==> src/rtl/pulse_sched_pkg.sv <==
// Shared state encoding and default widths for the pulse burst scheduler.
package pulse_sched_pkg;

  typedef enum logic [1:0] {
    IDLE = 2'd0,
    RUN  = 2'd1,
    DONE = 2'd2
  } sched_state_t;

  localparam int DEF_NUM_REQ = 4;
  localparam int DEF_DIV_W   = 24;
  localparam int DEF_CNT_W   = 8;

endpackage

==> src/rtl/pulse_div_core.sv <==
// Divider + toggle flop + falling-edge counter. Generates one burst of square
// pulses while enabled; start clears the datapath ready for a new burst.
module pulse_div_core
  import pulse_sched_pkg::*;
#(
  parameter int DIV_W = DEF_DIV_W,
  parameter int CNT_W = DEF_CNT_W
) (
  input  logic             clk,
  input  logic             rst,
  input  logic             start,
  input  logic             en,
  input  logic [DIV_W-1:0] hp,
  input  logic [CNT_W-1:0] count,
  output logic             pulse,
  output logic             finished
);

  logic [DIV_W-1:0] div;
  logic [CNT_W-1:0] edges;
  logic             at_toggle;

  assign at_toggle = en && (div == hp);
  // The burst ends on the falling toggle that completes the requested pulse count.
  assign finished  = at_toggle && pulse && ((edges + CNT_W'(1)) == count);

  always_ff @(posedge clk or posedge rst) begin
    if (rst) begin
      div   <= '0;
      pulse <= 1'b0;
      edges <= '0;
    end else if (start) begin
      div   <= '0;
      pulse <= 1'b0;
      edges <= '0;
    end else if (en) begin
      if (at_toggle) begin
        div   <= '0;
        pulse <= ~pulse;
        if (pulse) begin
          edges <= edges + CNT_W'(1);
        end
      end else begin
        div <= div + DIV_W'(1);
      end
    end
  end

endmodule

==> src/rtl/pulse_burst_scheduler.sv <==
// Round-robin sharing of one pulse generator among NUM_REQ requesters.
// Optional macro PULSE_ABORT_EN: granted requester dropping req ends the burst early.
module pulse_burst_scheduler
  import pulse_sched_pkg::*;
#(
  parameter int NUM_REQ = DEF_NUM_REQ,
  parameter int DIV_W   = DEF_DIV_W,
  parameter int CNT_W   = DEF_CNT_W
) (
  input  logic                     clk,
  input  logic                     rst,
  input  logic [NUM_REQ-1:0]       req,
  input  logic [NUM_REQ*DIV_W-1:0] half_period,
  input  logic [NUM_REQ*CNT_W-1:0] pulse_count,
  output logic [NUM_REQ-1:0]       grant,
  output logic                     busy,
  output logic                     pulse_out,
  output logic [NUM_REQ-1:0]       done
);

  localparam int IDX_W = (NUM_REQ > 1) ? $clog2(NUM_REQ) : 1;

  sched_state_t     state, state_nx;
  logic [IDX_W-1:0] idx, rr_ptr, hit_idx, scan_idx;
  logic             hit, start, core_pulse, core_finished;
  logic [DIV_W-1:0] hp_lat;
  logic [CNT_W-1:0] cnt_lat;
  logic [NUM_REQ-1:0] owner;
  int               scan;

  logic [DIV_W-1:0] hp_arr  [NUM_REQ];
  logic [CNT_W-1:0] cnt_arr [NUM_REQ];

  for (genvar g = 0; g < NUM_REQ; g++) begin : g_slice
    assign hp_arr[g]  = half_period[g*DIV_W +: DIV_W];
    assign cnt_arr[g] = pulse_count[g*CNT_W +: CNT_W];
  end

  // Scan from the farthest candidate back toward rr_ptr so the closest one wins.
  always_comb begin
    hit      = 1'b0;
    hit_idx  = '0;
    scan     = 0;
    scan_idx = '0;
    for (int k = NUM_REQ - 1; k >= 0; k--) begin
      scan = int'(rr_ptr) + k;
      if (scan >= NUM_REQ) begin
        scan = scan - NUM_REQ;
      end
      scan_idx = IDX_W'(scan);
      if (req[scan_idx]) begin
        hit     = 1'b1;
        hit_idx = scan_idx;
      end
    end
  end

  always_comb begin
    state_nx = state;
    start    = 1'b0;
    unique case (state)
      IDLE: begin
        if (hit) begin
          start    = 1'b1;
          state_nx = (cnt_arr[hit_idx] == '0) ? DONE : RUN;
        end
      end
      RUN: begin
        if (core_finished) begin
          state_nx = DONE;
        end
`ifdef PULSE_ABORT_EN
        if (!req[idx]) begin
          state_nx = DONE;
        end
`endif
      end
      DONE:    state_nx = IDLE;
      default: state_nx = IDLE;
    endcase
  end

  always_ff @(posedge clk or posedge rst) begin
    if (rst) begin
      state   <= IDLE;
      idx     <= '0;
      rr_ptr  <= '0;
      hp_lat  <= '0;
      cnt_lat <= '0;
    end else begin
      state <= state_nx;
      if (start) begin
        idx     <= hit_idx;
        hp_lat  <= hp_arr[hit_idx];
        cnt_lat <= cnt_arr[hit_idx];
      end
      if (state == DONE) begin
        rr_ptr <= (idx == IDX_W'(NUM_REQ - 1)) ? '0 : idx + 1'b1;
      end
    end
  end

  pulse_div_core #(
    .DIV_W(DIV_W),
    .CNT_W(CNT_W)
  ) u_core (
    .clk     (clk),
    .rst     (rst),
    .start   (start),
    .en      (state == RUN),
    .hp      (hp_lat),
    .count   (cnt_lat),
    .pulse   (core_pulse),
    .finished(core_finished)
  );

  // Gating by RUN also forces the pin low on an aborted burst.
  assign owner     = NUM_REQ'(1) << idx;
  assign busy      = (state != IDLE);
  assign grant     = busy ? owner : '0;
  assign done      = (state == DONE) ? owner : '0;
  assign pulse_out = core_pulse & (state == RUN);

endmodule
==> config.mk <==
export PLATFORM = sky130hd
export DESIGN_NAME = pulse_burst_scheduler
export DESIGN_NICKNAME = d
export VERILOG_FILES = /design/src/rtl/pulse_sched_pkg.sv /design/src/rtl/pulse_div_core.sv /design/src/rtl/pulse_burst_scheduler.sv
export SDC_FILE = /design/constraint.sdc
export NUM_CORES = 1
export LEC_CHECK = 0
export ABC_AREA = 1
export CELL_PAD_IN_SITES_DETAIL_PLACEMENT = 0
export CELL_PAD_IN_SITES_GLOBAL_PLACEMENT = 2
export CORE_MARGIN = 3
export CORE_UTILIZATION = 26
export DETAILED_ROUTE_END_ITERATION = 10
export PLACE_DENSITY = 0.82
export SLEW_MARGIN = 25
export SYNTH_ARGS = -nofsm -noshare
export SYNTH_HDL_FRONTEND = slang
export SYNTH_SLANG_ARGS = --single-unit
==> constraint.sdc <==
create_clock -name clk -period 3.33 [get_ports clk]
set_clock_uncertainty 0.1 [all_clocks]
set_input_delay 0.666 -clock clk [delete_from_list [all_inputs] [get_ports clk]]
set_output_delay 0.666 -clock clk [all_outputs]
set_load 0.03 [all_outputs]
==> flow_summary.json <==
{
  "fin_setup_tns_ps": 0,
  "core_um2": 18900,
  "slew_headroom": 0.633,
  "yosysMostFrequentCell": "nand2_1",
  "clock_latency_ps": 350,
  "fmax_mhz": 337,
  "track_usage": 0.174,
  "dp_hpwl_um": 14200,
  "cts_resized": 0,
  "placed_area_um2": 6830,
  "final_hold_viol_count": 0,
  "p_per_area_nw_per_um2": 304,
  "first_pass_iters": 6,
  "min_path_cells": 2,
  "root_buffer": "clkbuf_16",
  "ys_top_cells_by_count": "nand2_1, nor2_1, o21ai_0",
  "initial_utilization": 0.268,
  "worstPathCellList": "inv_1, nor2_1, inv_1, nor2_1, clkdlybuf4s50_1",
  "rrSetupSlack_ps": 700,
  "avgSynthCellArea_um2": 6.74,
  "final_net_count": 1033,
  "dieArea_um2": 21200,
  "drc": 0,
  "synth-seq-cells": 71,
  "synth_cell_types": 38,
  "die_w_um": 146,
  "wire_per_inst_um": 15.6,
  "min-delay-start": "cnt_lat[1]$_DFFE_PP0P_",
  "synth_edf_count": 0,
  "netlist_instances": 751,
  "period_share": 0.891,
  "synthArstFlopShare": 1.00,
  "yosys-top-cells-area": "dfrtp_1, nand2_1, nor2_1",
  "status": "finished, final reports clean",
  "reg2reg_to": "u_core.div[14]$_DFFE_PP0P_",
  "io_pins": 144,
  "vdd_drop_max_uv": 202,
  "grt_max_degree": 72,
  "crit_type": "reg -> out",
  "p_leak_nw": 3.13,
  "end_kind": "primary output",
  "crit_buf_inv": 3,
  "drtAntennaViolNets": 0,
  "clk_pin_slew_ps": 60,
  "critPathRequiredTime_ps": 2560,
  "min_to": "cnt_lat[1]$_DFFE_PP0P_",
  "syn2layout_area_growth_pct": 41.0,
  "min_path_type": "reg -> reg",
  "grt_pass1_wl_um": 29800,
  "syn_area_um2": 5060,
  "yosys_most_used_dff": "dfrtp_1",
  "finalMaxSlewViolations": 0,
  "clk_path_buf_depth": 2,
  "finalSetupViolations": 0,
  "min_period_ps": 2970,
  "vias": 5510,
  "viasPerCell": 4.76,
  "critPathTopFamily": "buffers and inverters",
  "stdcell_area_um2": 7140,
  "cts.sinks": 71,
  "synth_top_area_share": 0.351,
  "die_h_um": 146,
  "insertedDiodeCount": 0,
  "place.gp.congestion": 0.899,
  "numCtsBuffers": 9,
  "syn_nets": 891,
  "htree_levels": 3,
  "ys_warn_count": 0,
  "io_buffer_count": 143,
  "drv_cap": 0,
  "ys_seq_area_frac": 0.351,
  "num_rows": 50,
  "cts_tree": "built",
  "critPathLaunchType": "register",
  "rr_startpoint": "rr_ptr[0]$_DFFE_PP0P_",
  "drt-initial-drc-count": 366,
  "rr_worst_depth": 13,
  "grt_overflow": 0,
  "critPathSlowestCell": "clkdlybuf4s50_1",
  "yosys.area.top_type": "dfrtp_1",
  "totalWireLength_um": 18100,
  "antenna_found_initial": 0,
  "grt_pass1_vias": 5543,
  "drive_gt1_frac": 0.0612,
  "tightest_slew_ps": 549,
  "post-cts-setup-buffers": 0,
  "path_max_fanout": 5,
  "critPathMaxStageDelay_ps": 700,
  "postCtsHoldBufs": 0,
  "cp_data_arrival_time_ps": 2200,
  "rsz0062_at_grt": "no"
}
## routing by layer
metal	track usage	up-vias	routed length, um
li1	-	2807	-
met4	0.0499	0	293
met2	0.254	170	7700
met5	0	-	0
met3	0.0343	17	969
met1	0.260	2516	9110
## placed cells by master (no fill, tap or decap), types with 9 or more instances in the layout
cell,count
nand3_1,60
nand4_1,26
clkdlybuf4s50_1,143
a31oi_1,9
xnor2_1,11
nor3_1,24
o221ai_1,19
clkbuf_16,9
inv_1,68
nand2_1,166
nor2_1,119
dfrtp_1,71
o21ai_0,77
buf_4,13
a21oi_1,15
## metrics by stage
stage               utilization  setup WS (ps)  instances  power, W  hold slack (ps)
CTS                       0.378            313       1158   0.00220              408
detailed placement        0.361            244       1142   0.00119              394
finish                    0.378            362       1158   0.00217              406
global route              0.378            174       1158   0.00226              441
global placement          0.361            280       1142   0.00119              387
floorplan                     -            767        751  0.000985              359
## worst max-delay path by stage
| stage | from | end | cells past startpoint |
|---|---|---|---|
| after global routing | state[0]$_DFFE_PP0P_ | pulse_out | 5 |
| after floorplan | rst | cnt_lat[0]$_DFFE_PP0P_ | 1 |
| final | state[0]$_DFFE_PP0P_ | pulse_out | 5 |
| after global placement | req[1] | u_core.div[16]$_DFFE_PP0P_ | 14 |
| after detailed placement | req[1] | u_core.div[14]$_DFFE_PP0P_ | 14 |
| after CTS | state[0]$_DFFE_PP0P_ | pulse_out | 5 |
## registers in the layout, indices dropped and copies added, names as in the netlist
register	count
idx	2
u_core.pulse	1
rr_ptr	2
state	2
hp_lat	24
cnt_lat	8
u_core.div	24
u_core.edges	8
## power by group
part	leakage, nW	internal [W]	switching (W)
Combinational	2.06	0.000177	0.000127
Clock	0.152	0.000619	0.000387
Sequential	0.915	0.000863	0
## worst min-delay path, delay by kind of cell (launching register included)
| kind | cells | cell delay (ps) |
|---|---|---|
| flip-flops | 1 | 350 |
| AO/OA/AOI/OAI | 1 | 60 |
| AND/OR/NAND/NOR | 1 | 50 |
## cell type report
class | instances | area (um^2)
Sequential cell | 71 | 1780
Timing Repair Buffer | 159 | 1590
Tap cell | 260 | 325
Multi-Input combinational cell | 580 | 2870
Clock inverter | 5 | 56.3
Inverter | 72 | 270
Fill cell | 2059 | 11800
Clock buffer | 11 | 253
## cells by family (layout without fill, tap and decap cells)
family / Yosys count / in the layout / share of synthesized area
compound gates: 137 / 137 / 0.158
xor+xnor: 16 / 16 / 0.0277
fa+ha+maj: 6 / 6 / 0.0148
buf+inv: 100 / 247 / 0.0823
flops: 71 / 71 / 0.351
simple gates: 421 / 421 / 0.366
Note: power is estimated with default switching activity, not from simulation.
